### config.mk
export PLATFORM = sky130hd
export DESIGN_NAME = hack_ram_uploader_flat
export DESIGN_NICKNAME = d
export VERILOG_FILES = /design/src/rtl/hack_pkg.sv /design/src/rtl/hack_ram_uploader_if.sv /design/src/rtl/hack_ram_uploader.sv /design/src/flat_wrapper.sv
export SDC_FILE = /design/constraint.sdc
export NUM_CORES = 1
export LEC_CHECK = 0
export CAP_MARGIN = 10
export CORE_MARGIN = 2
export CORE_UTILIZATION = 50
export CTS_CLUSTER_SIZE = 8
export DETAILED_ROUTE_END_ITERATION = 8
export GPL_ROUTABILITY_DRIVEN = 0
export PLACE_DENSITY = 0.8
export SYNTH_ARGS = -nofsm -noshare
export SYNTH_HDL_FRONTEND = slang
export SYNTH_SLANG_ARGS = --single-unit
### constraint.sdc
create_clock -name clk_sys -period 4.8 [get_ports clk_sys]
set_input_delay 0.48 -clock clk_sys [delete_from_list [all_inputs] [get_ports clk_sys]]
set_output_delay 0.48 -clock clk_sys [all_outputs]
set_load 0.005 [all_outputs]
### src/rtl/hack_pkg.sv
// Shared Hack memory definitions: widths, upload FSM states and the byte-lane
// convention used by both the download packer and the upload reader.
package hack_pkg;
  localparam int HACK_ADDR_W = 15;
  localparam int HACK_WORD_W = 16;

  typedef enum logic [1:0] {IDLE, ISSUE, WAITQ, CAPTURE} upl_state_t;

  // Big-endian: even byte address is the high byte of the word.
  function automatic logic [7:0] lane_sel(input logic [HACK_WORD_W-1:0] word,
                                          input logic a0,
                                          input logic big_endian);
    return (a0 ^ big_endian) ? word[15:8] : word[7:0];
  endfunction
endpackage

### src/rtl/hack_ram_uploader_if.sv
// Upload-side bundle: hps_io byte-read handshake plus the RAM read port.
interface hack_ram_uploader_if #(
  parameter int ADDR_W = hack_pkg::HACK_ADDR_W
);
  logic                            ioctl_upload;
  logic                            ioctl_rd;
  logic [24:0]                     ioctl_addr;
  logic [7:0]                      ioctl_din;
  logic                            ioctl_wait;
  logic                            din_valid;
  logic [ADDR_W-1:0]               mem_addr;
  logic                            mem_rd;
  logic [hack_pkg::HACK_WORD_W-1:0] mem_q;
  logic                            overrun;

  modport slave (
    input  ioctl_upload, ioctl_rd, ioctl_addr, mem_q,
    output ioctl_din, ioctl_wait, din_valid, mem_addr, mem_rd, overrun
  );

  modport master (
    output ioctl_upload, ioctl_rd, ioctl_addr, mem_q,
    input  ioctl_din, ioctl_wait, din_valid, mem_addr, mem_rd, overrun
  );
endinterface

### src/rtl/hack_ram_uploader.sv
// Turns hps_io upload byte reads into 16-bit RAM reads, with a one-word cache
// so the second byte of a pair is served without another RAM access.
module hack_ram_uploader
  import hack_pkg::*;
#(
  parameter int ADDR_W      = HACK_ADDR_W,
  parameter int DEPTH_WORDS = 32768,
  parameter int MEM_LATENCY = 1,
  parameter int BIG_ENDIAN  = 1
) (
  input  logic               clk_sys,
  input  logic               reset,
  hack_ram_uploader_if.slave bus
);

  localparam logic             BE       = (BIG_ENDIAN != 0);
  localparam int               CNT_W    = 2;
  localparam logic [CNT_W-1:0] CNT_LAST = CNT_W'(MEM_LATENCY - 2);

  upl_state_t             state;
  logic                   upload_q;
  logic [ADDR_W-1:0]      req_word;
  logic                   req_a0;
  logic [HACK_WORD_W-1:0] cache_word;
  logic [ADDR_W-1:0]      cache_tag;
  logic                   cache_vld;
  logic [CNT_W-1:0]       wait_cnt;

  logic [ADDR_W-1:0]      rd_word;
  logic                   rd_a0;
  logic                   rd_oor;
  logic                   rd_hit;
  logic                   upload_rise;

  // Request decode: the full 25-bit address is checked, so nothing aliases.
  always_comb begin
    rd_word     = bus.ioctl_addr[ADDR_W:1];
    rd_a0       = bus.ioctl_addr[0];
    rd_oor      = (bus.ioctl_addr[24:ADDR_W+1] != '0) ||
                  (32'(rd_word) >= DEPTH_WORDS);
    upload_rise = bus.ioctl_upload && !upload_q;
    rd_hit      = cache_vld && !upload_rise && (cache_tag == rd_word);
  end

  always_ff @(posedge clk_sys) begin
    if (reset) begin
      state          <= IDLE;
      upload_q       <= 1'b0;
      cache_vld      <= 1'b0;
      wait_cnt       <= '0;
      bus.ioctl_din  <= '0;
      bus.ioctl_wait <= 1'b0;
      bus.din_valid  <= 1'b0;
      bus.mem_rd     <= 1'b0;
      bus.mem_addr   <= '0;
      bus.overrun    <= 1'b0;
    end else begin
      upload_q      <= bus.ioctl_upload;
      bus.din_valid <= 1'b0;
      bus.mem_rd    <= 1'b0;

      if (upload_rise)
        bus.overrun <= 1'b0;
      else if (bus.ioctl_rd && state != IDLE)
        bus.overrun <= 1'b1;

      // Outside a session the RAM may change, so the cache cannot be trusted;
      // a miss in flight is dropped and its late RAM data is never sampled.
      if (!bus.ioctl_upload) begin
        cache_vld      <= 1'b0;
        state          <= IDLE;
        bus.ioctl_wait <= 1'b0;
      end else begin
        unique case (state)
          IDLE: begin
            if (bus.ioctl_rd) begin
              if (rd_oor) begin
                bus.ioctl_din <= 8'h00;
                bus.din_valid <= 1'b1;
              end else if (rd_hit) begin
                bus.ioctl_din <= lane_sel(cache_word, rd_a0, BE);
                bus.din_valid <= 1'b1;
              end else begin
                req_word       <= rd_word;
                req_a0         <= rd_a0;
                bus.mem_rd     <= 1'b1;
                bus.mem_addr   <= rd_word;
                bus.ioctl_wait <= 1'b1;
                state          <= ISSUE;
              end
            end
          end
          ISSUE: begin
            wait_cnt <= '0;
            state    <= (MEM_LATENCY == 1) ? CAPTURE : WAITQ;
          end
          WAITQ: begin
            if (wait_cnt == CNT_LAST)
              state <= CAPTURE;
            else
              wait_cnt <= wait_cnt + 1'b1;
          end
          CAPTURE: begin
            cache_word     <= bus.mem_q;
            cache_tag      <= req_word;
            cache_vld      <= 1'b1;
            bus.ioctl_din  <= lane_sel(bus.mem_q, req_a0, BE);
            bus.din_valid  <= 1'b1;
            bus.ioctl_wait <= 1'b0;
            state          <= IDLE;
          end
        endcase
      end
    end
  end

endmodule

### src/flat_wrapper.sv
// flat-port wrapper written by rule: the top's interface ports become plain ports
module hack_ram_uploader_flat import hack_pkg::*;
#(
  parameter int ADDR_W      = HACK_ADDR_W,
  parameter int DEPTH_WORDS = 32768,
  parameter int MEM_LATENCY = 1,
  parameter int BIG_ENDIAN  = 1
)
  (clk_sys, reset, bus_ioctl_upload, bus_ioctl_rd, bus_ioctl_addr, bus_mem_q, bus_ioctl_din, bus_ioctl_wait, bus_din_valid, bus_mem_addr, bus_mem_rd, bus_overrun);
  hack_ram_uploader_if #(.ADDR_W(ADDR_W)) bus_i ();
  input  logic clk_sys;
  input  logic reset;
  input wire logic [$bits(bus_i.ioctl_upload)-1:0] bus_ioctl_upload;
  input wire logic [$bits(bus_i.ioctl_rd)-1:0] bus_ioctl_rd;
  input wire logic [$bits(bus_i.ioctl_addr)-1:0] bus_ioctl_addr;
  input wire logic [$bits(bus_i.mem_q)-1:0] bus_mem_q;
  output wire logic [$bits(bus_i.ioctl_din)-1:0] bus_ioctl_din;
  output wire logic [$bits(bus_i.ioctl_wait)-1:0] bus_ioctl_wait;
  output wire logic [$bits(bus_i.din_valid)-1:0] bus_din_valid;
  output wire logic [$bits(bus_i.mem_addr)-1:0] bus_mem_addr;
  output wire logic [$bits(bus_i.mem_rd)-1:0] bus_mem_rd;
  output wire logic [$bits(bus_i.overrun)-1:0] bus_overrun;
  assign bus_i.ioctl_upload = bus_ioctl_upload;
  assign bus_i.ioctl_rd = bus_ioctl_rd;
  assign bus_i.ioctl_addr = bus_ioctl_addr;
  assign bus_i.mem_q = bus_mem_q;
  assign bus_ioctl_din = bus_i.ioctl_din;
  assign bus_ioctl_wait = bus_i.ioctl_wait;
  assign bus_din_valid = bus_i.din_valid;
  assign bus_mem_addr = bus_i.mem_addr;
  assign bus_mem_rd = bus_i.mem_rd;
  assign bus_overrun = bus_i.overrun;
  hack_ram_uploader #(.ADDR_W(ADDR_W), .DEPTH_WORDS(DEPTH_WORDS), .MEM_LATENCY(MEM_LATENCY), .BIG_ENDIAN(BIG_ENDIAN)) u_core (.clk_sys(clk_sys), .reset(reset), .bus(bus_i));
endmodule
After elaboration in Yosys (flattened, before gate mapping)
Cells that the tools add are included.
Storage, ports and cells
  flip-flop bits (word level): 80
  output and inout bits: 27
Operators by class
  add/sub/neg operators: 1
  equal/unequal tests: 11
  mux-type cells: 22
  bitwise gates (word level): 6
  reductions and logical operators: 21
Operators with widths (number)
  $mux W8: 5
  $pmux W8 S2: 1
  $eq A15 B15 Y1: 1
  $reduce_and A4 Y1: 3
  $mux W2: 5
  $reduce_bool A9 Y1: 1
  $ne A2 B2 Y1 const B: 4
  $pmux W2 S4: 1
  $mux W1: 7
  $eq A2 B2 Y1 const B: 3
  $not A1 Y1: 6
  $reduce_and A3 Y1: 2
  $reduce_and A6 Y1: 1
  $reduce_bool A2 Y1: 3
  $reduce_and A5 Y1: 1
  $reduce_or A5 Y1: 1
  $logic_and A1 B1 Y1: 4
  $pmux W1 S2: 2
  $pmux W2 S2: 1
  $reduce_or A2 Y1: 2
  $ne A3 B1 Y1 const B: 1
  $add A2 B1 Y2 const B: 1
  $eq A2 B1 Y1 const B: 1
  $logic_not A1 Y1: 2
  other kinds (2): 2

Longest topological paths before layout
Gate-level depths: netlist of the first run.
  depth in word-level cells: 9
  depth in mapped cells: 7
  depth with buffers taken out: 6

Worst setup path after synthesis of the first run
OpenSTA, ideal clock, no wires.
  path type: input to register
  from: input bus_ioctl_addr[20]
  to: register u_core.req_a0 (enable)
  library setup time: 478 ps
  arrival time: 3672 ps
  required time: 4322 ps
  slack: 650 ps
  cell stages on the path: 3
  buffers on the path: 0
  path through: nor4_2 > nand3_2 > a2111oi_0
Between the ends
  word-level cells in the longest chain between the ends: 3
Ends and longest elaborated chain
  start, declared: RTL line flat_wrapper.sv:15  | input wire logic [$bits(bus_i.ioctl_addr)-1:0] bus_ioctl_addr;
  $reduce_bool A9 Y1: RTL line hack_ram_uploader.sv:39  | rd_oor = (bus.ioctl_addr[24:ADDR_W+1] != '0) ||
  $not A1 Y1 (no source line)
  $reduce_and A6 Y1 (no source line)
  end signal, assigned: RTL line hack_ram_uploader.sv:85  | req_a0 <= rd_a0;
  end, declared: RTL line hack_ram_uploader.sv:23  | logic req_a0;
No other way between the ends.
A chain may end at the register's enable or synchronous reset.

Worst setup path in the final report of the first run
  from: input bus_ioctl_upload
  to: register u_core.bus.mem_addr[1]
Between the ends
  word-level cells in the longest chain between the ends: 6
Ends and longest elaborated chain
  start, declared: RTL line flat_wrapper.sv:13  | input wire logic [$bits(bus_i.ioctl_upload)-1:0] bus_ioctl_upload;
  $logic_and A1 B1 Y1: RTL line hack_ram_uploader.sv:41  | upload_rise = bus.ioctl_upload && !upload_q;
  $logic_not A1 Y1: RTL line hack_ram_uploader.sv:42  | rd_hit = cache_vld && !upload_rise && (cache_tag == rd_word);
  $logic_and A1 B1 Y1 (2 in series): RTL line hack_ram_uploader.sv:42
  $not A1 Y1 (no source line)
  $reduce_and A5 Y1 (no source line) *
  end signal, assigned: RTL line hack_ram_uploader.sv:87  | bus.mem_addr <= rd_word;
  end, declared: RTL line hack_ram_uploader_if.sv:18  | output ioctl_din, ioctl_wait, din_valid, mem_addr, mem_rd, overrun
Every way passes the cells marked *; elsewhere a longest branch is shown, timed or not.

==> results of run 1 <==
[power by group]
part | total, mW | switching, mW | internal, mW
clock | 0.481 | 0.240 | 0.241
combinational | 0.0825 | 0.0354 | 0.0471
sequential | 0.723 | 0.000629 | 0.723
[cell usage after synthesis]
cell type / count / share of area [%]
edfxtp_1: 47 / 42
dfxtp_1: 33 / 20
mux2i_1: 26 / 7.7
nor2_1: 23 / 2.6
xnor2_1: 11 / 2.9
nand2_1: 9 / 1.0
nor4_1: 9 / 1.7
a2bb2oi_1: 8 / 2.1
a31o_1: 8 / 2.1
mux2_2: 8 / 2.7
inv_1: 7 / 0.78
clkbuf_1: 6 / 0.67
ha_1: 6 / 2.2
nand4_1: 5 / 0.93
xnor2_2: 4 / 1.9
a21oi_1: 3 / 0.44
o21ai_0: 3 / 0.44
a2111oi_0: 2 / 0.52
a211oi_4: 2 / 1.2
a22oi_1: 2 / 0.44
and3_1: 2 / 0.37
buf_1: 2 / 0.22
buf_6: 2 / 0.67
nand2b_1: 2 / 0.37
nor3_1: 2 / 0.30
or3_1: 2 / 0.37
a211o_2: 1 / 0.30
a211oi_1: 1 / 0.22
clkinv_1: 1 / 0.11
inv_2: 1 / 0.11
nand3_1: 1 / 0.15
nand3_2: 1 / 0.30
nand4_2: 1 / 0.37
nor4_2: 1 / 0.37
nor4b_2: 1 / 0.44
nor4b_4: 1 / 0.70
o21ai_4: 1 / 0.48
o21bai_1: 1 / 0.22
o22ai_1: 1 / 0.19
or2_1: 1 / 0.19
[state kept, by name, summed over array words and instances (netlist names)]
signal / cells
u_core.state: 2
u_core.bus.overrun: 1
u_core.cache_tag: 15
u_core.bus.ioctl_din: 8
u_core.upload_q: 1
u_core.bus.ioctl_wait: 1
u_core.cache_word: 16
u_core.req_a0: 1
u_core.cache_vld: 1
u_core.bus.mem_rd: 1
u_core.bus.din_valid: 1
u_core.req_word: 15
u_core.wait_cnt: 2
u_core.bus.mem_addr: 15
[per-stage QoR]
step | hold WS [ns] | instances | area [um2] | setup slack, ns | total power [mW]
6_report | 0.424 | 405 | 4350 | 2.30 | 1.29
5_1_grt | 0.427 | 405 | 4350 | 2.15 | 1.33
4_1_cts | 0.424 | 405 | 4350 | 2.27 | 1.30
3_5_place_dp | 0.405 | 389 | 4160 | 1.92 | 0.822
3_3_place_gp | 0.400 | 389 | 4160 | 1.96 | 0.821
2_1_floorplan | 0.400 | 248 | 3380 | 0.650 | 0.770
[final cells by class]
cell class	count	area (um2)	share of cell area, %
flip-flops and latches	80	2070	47.7
multi-input cells	149	1220	28.1
repair buffers	74	733	16.9
clock buffers	11	131	3.02
well taps	77	96.3	2.22
clock inverters	5	57.6	1.32
inverters	9	33.8	0.777
[per-layer routing]
layer	vias up	global-route usage [%]	share of wire [%]
met5	-	0	0
met4	0	10.1	2.4
met2	87	30.7	48
met1	1076	25.6	43
met3	14	4.52	6.7
li1	1070	-	-
[cell families after synthesis]
| kind of cell | count (synthesis) | synth area share, % |
|---|---|---|
| flops | 80 | 61.4 |
| simple gates | 61 | 10.1 |
| mux | 34 | 10.4 |
| compound gates | 33 | 8.60 |
| buf+inv | 19 | 2.56 |
| xor+xnor | 15 | 4.78 |
| fa+ha+maj | 6 | 2.22 |
[path summary, 6_finish.rpt]
kind                                           from                endpoint  slack, ns  cells past startpoint
worst min-delay path            u_core.req_word[11]    u_core.cache_tag[11]       0.42                      0
worst min register to register  u_core.req_word[11]    u_core.cache_tag[11]       0.42                      0
worst max register to register      u_core.state[0]  u_core.bus.mem_addr[1]       2.61                      6
worst max-delay path               bus_ioctl_upload  u_core.bus.mem_addr[1]       2.30                      7
==> metrics.md, run 1 <==
| Metric | Value |
|---|---|
| CP Max Fanout | 15 |
| Buffer and inverter count on the worst path | 2 |
| WP data arrival | 2.74 ns |
| Resized cells post-CTS | 0 |
| CTS tree | yes |
| RSZ-0062 raised after global routing | no |
| Ys Warns | 0 |
| Worst Skew | 0.0177 ns |
| LEAKAGE | 1.48 nW |
| Final Util | between 60% and 70% |
| Post-synthesis cell type count | 40 |
| Post-Syn Area | 3380 um2 |
| Layout area overhead | 28.8% |
| Nets@finish | 374 |
| Via density | ~5.5 |
| DIE AREA | between 7000 and 8000 um2 |
| Layout cells sized above 1 | 11.9% |
| Skew-Pair Late Insertion Delay | roughly 0.36 ns |
| Peak supply drop | roughly 0.20 mV |
| Largest net degree at the start of global routing | 32 |
| Drt wl/cell | approximately 17 um |
| F_max | roughly 0.4 GHz |
| Remaining routing DRC violations | 0 |
| Die width | ~86 um |
| CP endpoint kind | flop |
| H-Tree Depth | 3 |
| Cell count after synthesis | between 200 and 250 |
| Clock tree root driver cell | clkbuf_8 |
| Max Root-Sink Buffers | 2 |
| Crit path largest cell delay | ~0.9 ns |
| Final hold vios | 0 |
| Setup TNS | 0 ns |
| HP Class | reg -> reg |
| First-pass GRT wire length | ~11000 um |
| Top-Level Pins | between 70 and 80 |
| Setup bufs post-CTS | 0 |
| CTS clock-pin slew for the worst setup and hold paths | about 0.070 ns |
| Pwr dens | slightly below 300 nW/um2 |
| Setup violations, final | 0 |
| Slowest-stage cell, CP | a211oi_4 |
| Clk sinks | 80 |
| Worst slew margin | between 20 and 30% |
| Grt total ovfl | 0 |
| Ant. Diodes | 0 |
| Worst Tran Pin Value | 1.05 ns |
| Yosys reg bits | 80 |
| Max-cap violations | 0 |
| Routed Wire Length | between 6000 and 7000 um |
| Crit-path cells | clkdlybuf4s50_1, inv_2, o21ai_4, nor4b_4, a211oi_4, mux2i_1, nor2_1 |
| Detailed placer's ending HPWL | 4830 um |
| Cts hold-fix bufs | 0 |
| Register area share after synthesis | slightly above 60% |
| Commonest non-fill, non-tap cell in the layout | clkdlybuf4s50_1 |
| Crit share post-route | 52.1% |
| Drt initial violations | 135 |
| I/O Buffers | 71 |
| Startpoint Class | primary input |
| CTS buffer count | 9 |
| Status | completed |
| TritonRoute pass-1 iters | 4 |
| DR vias | between 2000 and 2500 |
| Avg Synthesized Cell Area | 13.6 um2 |
| Die Y | around 86 um |
| Worst setup path category | in -> reg |
| Post-Syn Nets | ~300 |
| CP delay by family, top | compound AO/OA/AOI/OAI gates |
| Most frequent cells in the layout | clkdlybuf4s50_1, edfxtp_1, dfxtp_1 |
| Core area | roughly 6400 um2 |
| Minimum clock period | between 2 and 3 ns |
| Initial antenna violation count | 0 |
| Critical path data required time | approximately 5 ns |
| Fillcell total | ~450 |
| Slew Limit Fails | 0 |
| Total track usage | between 10% and 20% |
| Vias in the first global route | about 2300 |
| Number of antenna-violating nets in the routed design | 0 |
| Initial Utilization | roughly 53% |
| FP Rows | 29 |
Note: power is estimated with default switching activity, not from simulation.
==> inputs of run 2 (changes only) <==
Clock period 4.8 ns to 2.53 ns, I/O delays scaled along.
==> metrics.md, run 2 (same netlist as run 1, synthesis figures left out) <==
| Metric | Value |
|---|---|
| Commonest non-fill, non-tap cell in the layout | clkdlybuf4s50_1 |
| CTS tree | yes |
| Critical path data required time | 2.77 ns (-2.26 ns) |
| Drt initial violations | 150 (+11%) |
| Hold Path Stages | 0 (unchanged) |
| Detailed placer's ending HPWL | 5210 um (+8.0%) |
| CTS clock-pin slew for the worst setup and hold paths | 0.08 ns (about the same) |
| TritonRoute pass-1 iters | 4 (unchanged) |
| Setup violations, final | 0 (unchanged) |
| FP Rows | 29 (unchanged) |
| Slew Limit Fails | 0 (unchanged) |
| Most flop-heavy register | u_core.cache_word |
| Post-Place Cells | 408 (+4.9%) |
| Total track usage | 20.1% (+0.45 points) |
| Initial Utilization | 52.6% (unchanged) |
| F_max | 0.430 GHz |
| Initial antenna violation count | 0 (unchanged) |
| Tot Pwr | 2.36 mW (+84%) |
| Reg-to-reg slack, setup | 0.24 ns (-2.37 ns) |
| Nets@finish | 393 (+5.1%) |
| CTS buffer count | 9 (unchanged) |
| Hold endpoint | u_core.cache_tag[5] |
| Number of antenna-violating nets in the routed design | 0 (unchanged) |
| LEAKAGE | 1.57 nW (+6.0%) |
| Largest register FFs | 16 (unchanged) |
| HP Class | reg -> reg |
| Worst setup path category | in -> reg |
| Fillcell total | 462 (+2.0%) |
| Final WS setup | 0.206 ns (-2.09 ns) |
| Startpoint Class | primary input |
| Setup WS pre-CTS | -0.219 ns (-2.14 ns) |
| Post-DP Area | 4310 um2 (+3.7%) |
| DR vias | 2294 (+2.1%) |
| Final Util | 69.8% (+2.1 points) |
| Pwr dens | 527 nW/um2 (+78%) |
| Peak supply drop | 0.309 mV (+57%) |
| Clk sinks | 80 (unchanged) |
| DIE AREA | 7420 um2 (unchanged) |
| Layout cells sized above 1 | 17.3% (+5.4 points) |
| Remaining routing DRC violations | 0 (unchanged) |
| Routed Wire Length | 7240 um (+4.4%) |
| Status | completed |
| Minimum clock period | around 2.3 ns |
| Skew-Pair Late Insertion Delay | 0.35 ns (about the same) |
| Die Y | 86.2 um (unchanged) |
| Cts hold-fix bufs | 0 (unchanged) |
| Drt wl/cell | 17.1 um (-0.28%) |
| Via density | 5.41 (-2.5%) |
| Top-Level Pins | 72 (unchanged) |
| I/O Buffers | 71 (unchanged) |
| M1 GR Usage | 25.4% (-0.14 points) |
| CP endpoint kind | flop |
| Crit share post-route | 91.9% |
| Worst Skew | 0.0105 ns (-0.00715 ns) |
| Max Root-Sink Buffers | 2 (unchanged) |
| Reg-to-reg endpoint | u_core.bus.mem_addr[7] |
| Routing usage on met3 | 5.58% (+1.1 points) |
| Resized cells post-CTS | 0 (unchanged) |
| Most frequent cells in the layout | clkdlybuf4s50_1, edfxtp_1, dfxtp_1 |
| Setup bufs post-CTS | 0 (unchanged) |
| Worst reg2reg path depth | 7 (+1) |
| RSZ-0062 raised after global routing | no |
| GRT met2 Usage | 33.2% (+2.5 points) |
| Clock tree root driver cell | clkbuf_8 |
| Worst reg2reg startpoint | u_core.state[0] |
| WP data arrival | 2.56 ns (-0.18 ns) |
| Worst slew margin | 27.1% (-2.7 points) |
| Largest net degree at the start of global routing | 30 (-6.3%) |
| First-pass GRT wire length | 11300 um (+3.0%) |
| Core area | 6420 um2 (unchanged) |
| H-Tree Depth | 3 (unchanged) |
| Max-cap violations | 0 (unchanged) |
| Worst Tran Pin Value | 1.09 ns (+0.0434 ns) |
| Hold path start | u_core.req_word[5] |
| Finished Layout Cells | 424 (+4.7%) |
| Final hold vios | 0 (unchanged) |
| Vias in the first global route | 2377 (+4.9%) |
| Layout area overhead | 32.8% |
| Die width | 86.2 um (unchanged) |
| Most Used Layer, Global Route | met2 |
| Ant. Diodes | 0 (unchanged) |
| Finished Cell Area | 4480 um2 (+3.1%) |
| Grt total ovfl | 0 (unchanged) |
| CP Max Fanout | 15 (unchanged) |
-- run 2: changes by cell type in the layout (fill, tap and decap cells not counted), sizes merged --
cell | before | now
buf | 3 | 22
bufinv | 1 | 0
clkbuf | 11 | 9
clkinv | 2 | 5
-- run 2: worst max path at each step --
stage / start / to / slack, ns / depth (start not counted)
after floorplan: u_core.state[0] / u_core.req_a0 / 0.14 / 4
after global placement: bus_ioctl_addr[20] / u_core.bus.mem_addr[13] / -0.13 / 7
after detailed placement: bus_ioctl_addr[20] / u_core.bus.mem_addr[7] / -0.22 / 7
after CTS: bus_ioctl_addr[20] / u_core.bus.mem_addr[7] / 0.15 / 7
after global routing: bus_ioctl_addr[20] / u_core.bus.mem_addr[0] / 0.10 / 7
final: bus_ioctl_addr[20] / u_core.bus.mem_addr[7] / 0.21 / 7
-- run 2: final cells by class --
cell class                      count  area, um2  share of cell area (%)
Clock buffer                        9        124                    2.76
Sequential cell                    80       2070                    46.2
Multi-Input combinational cell    149       1240                    27.6
Tap cell                           77       96.3                    2.15
Inverter                            9       33.8                   0.753
Clock inverter                      7       46.3                    1.03
Timing Repair Buffer               93        876                    19.5
-- run 2: stage by stage --
stage / setup TNS [ns] / hold WS (ns)
floorplan: 0 / 0.352
global placement: -2.29 / 0.400
detailed placement: -4.60 / 0.405
CTS: 0 / 0.424
global route: 0 / 0.432
finish: 0 / 0.423
-- run 2: report_power, final --
group	switching (mW)	internal, mW	total [mW]
sequential	0.00127	1.37	1.37
combinational	0.0719	0.101	0.173
clock	0.464	0.354	0.817
total	0.537	1.83	2.36
-- run 2: metal layers --
| layer | vias up | wire length [um] |
|---|---|---|
| li1 | 1114 | - |
| met1 | 1101 | 3290 |
| met2 | 70 | 3480 |
| met3 | 9 | 389 |
| met4 | 0 | 81 |
| met5 | - | 0 |
-- run 2: worst max-delay path, stage by stage --
cell and delay (ns):
clkdlybuf4s50_1 0.41, nor4_2 0.33, nand3_2 0.19, buf_4 0.19, a211oi_4 0.84, mux2i_1 0.30, nor2_1 0.05
==> inputs of run 3 (changes only) <==
Settings changed: MAX_ROUTING_LAYER set to met4, REMOVE_ABC_BUFFERS set to 1.
==> metrics.md, run 3 (same netlist as run 1, synthesis figures left out) <==
| Metric | Value |
|---|---|
| M1 GR Usage | 25.7% (+0.30 points) |
| Routing usage on met3 | 4.33% (-1.3 points) |
| Core area | 6420 um2 (unchanged) |
| Skew-Pair Late Insertion Delay | 0.35 ns (about the same) |
| Total track usage | 20.5% (+0.44 points) |
| Setup TNS | 0 ns (unchanged) |
| DIE AREA | 7420 um2 (unchanged) |
| Clock tree root driver cell | clkbuf_8 |
| HP Class | reg -> reg |
| Nets@finish | 382 (-2.8%) |
| Largest net degree at the start of global routing | 20 (-33%) |
| Cts hold-fix bufs | 0 (unchanged) |
| RSZ-0062 raised after global routing | no |
| Grt total ovfl | 0 (unchanged) |
| Routed Wire Length | 6990 um (-3.6%) |
| Number of antenna-violating nets in the routed design | 0 (unchanged) |
| Final hold slack | 0.424 ns (+0.00119 ns) |
| WP data arrival | 2.43 ns (-0.13 ns) |
| Worst slew margin | 30.1% (+3.0 points) |
| TritonRoute pass-1 iters | 4 (unchanged) |
| Most frequent cells in the layout | clkdlybuf4s50_1, edfxtp_1, dfxtp_1 |
| Commonest non-fill, non-tap cell in the layout | clkdlybuf4s50_1 |
| Peak supply drop | 0.416 mV (+34%) |
| LEAKAGE | 1.54 nW (-1.7%) |
| Setup violations, final | 0 (unchanged) |
| Remaining routing DRC violations | 0 (unchanged) |
| Via density | 5.40 (-0.25%) |
| Setup WS pre-CTS | -0.0480 ns (+0.171 ns) |
| CP Max Fanout | 15 (unchanged) |
| Die Y | 86.2 um (unchanged) |
| Slew Limit Fails | 0 (unchanged) |
| Most flop-heavy register | u_core.cache_word |
| Initial antenna violation count | 0 (unchanged) |
| Final Util | 69.1% (-0.72 points) |
| Layout cells sized above 1 | 14.9% (-2.4 points) |
| Clk sinks | 80 (unchanged) |
| Worst setup path category | reg -> reg |
| Setup bufs post-CTS | 0 (unchanged) |
| Startpoint Class | flop |
| Final hold vios | 0 (unchanged) |
| Vias in the first global route | 2281 (-4.0%) |
| Resized cells post-CTS | 0 (unchanged) |
| CP endpoint kind | flop |
| Initial Utilization | 52.6% (unchanged) |
| Status | completed |
| Post-Place Cells | 397 (-2.7%) |
| GRT met2 Usage | 32.4% (-0.78 points) |
| Layout area overhead | 31.5% |
| Max Root-Sink Buffers | 2 (unchanged) |
| I/O Buffers | 71 (unchanged) |
| Worst Tran Pin Value | 1.04 ns (-0.0487 ns) |
| Ant. Diodes | 0 (unchanged) |
| First-pass GRT wire length | 11200 um (-0.80%) |
| Minimum clock period | 2.19 ns (-0.132 ns) |
| Drt initial violations | 64 (-57%) |
| Finished Layout Cells | 413 (-2.6%) |
| Detailed placer's ending HPWL | 4980 um (-4.5%) |
| Drt wl/cell | 16.9 um (-1.0%) |
| CTS clock-pin slew for the worst setup and hold paths | 0.08 ns (about the same) |
| Critical path data required time | 2.77 ns (about the same) |
| H-Tree Depth | 3 (unchanged) |
| Die width | 86.2 um (unchanged) |
| Post-DP Area | 4220 um2 (-2.2%) |
| DR vias | 2229 (-2.8%) |
| CTS buffer count | 9 (unchanged) |
| Largest register FFs | 16 (unchanged) |
| FP Rows | 29 (unchanged) |
| Crit share post-route | 86.6% (-5.2 points) |
| Top-Level Pins | 72 (unchanged) |
| F_max | 0.456 GHz (+6.0%) |
| Tot Pwr | 2.57 mW (+8.6%) |
| Finished Cell Area | 4440 um2 (-1.0%) |
| Final WS setup | 0.338 ns (+0.132 ns) |
| Pwr dens | 578 nW/um2 (+9.7%) |
| Worst Skew | 0.00870 ns (-0.00182 ns) |
| Max-cap violations | 0 (unchanged) |
| CTS tree | yes |
| Most Used Layer, Global Route | met2 |
==> run 3: final cells by class <==
cell class	instances	area, um2
sequential	80	2070
fill	473	1980
multi-input combinational	149	1220
timing repair buffer	82	793
clock buffer	9	124
tap	77	96.3
clock inverter	7	95.1
inverter	9	33.8
==> run 3: final timing paths <==
| check | startpoint | end | slack (ns) | cells past startpoint |
|---|---|---|---|---|
| hold reg to reg | u_core.req_word[5] | u_core.cache_tag[5] | 0.42 | 0 |
| hold / removal | u_core.req_word[5] | u_core.cache_tag[5] | 0.42 | 0 |
| setup reg to reg | u_core.state[1] | u_core.bus.mem_addr[0] | 0.34 | 6 |
| setup / recovery | u_core.state[1] | u_core.bus.mem_addr[0] | 0.34 | 6 |
==> run 3: where the power goes <==
group	internal (mW)	total, mW	switching, mW
Sequential	1.37	1.37	0.00110
Clock	0.557	1.03	0.473
Combinational	0.0944	0.163	0.0688
==> run 3: routing by layer <==
metal	wire length, um	vias up
li1	-	1092
met1	3130	1055
met2	3360	70
met3	365	12
met4	126	0
met5	0	-
==> run 3: worst max-delay path: stages, from the launching register on <==
cell      delay, ns
dfxtp_1        0.37
inv_1          0.10
ha_1           0.22
nand3_1        0.19
a211oi_4       0.85
mux2i_1        0.28
nor2_1         0.06
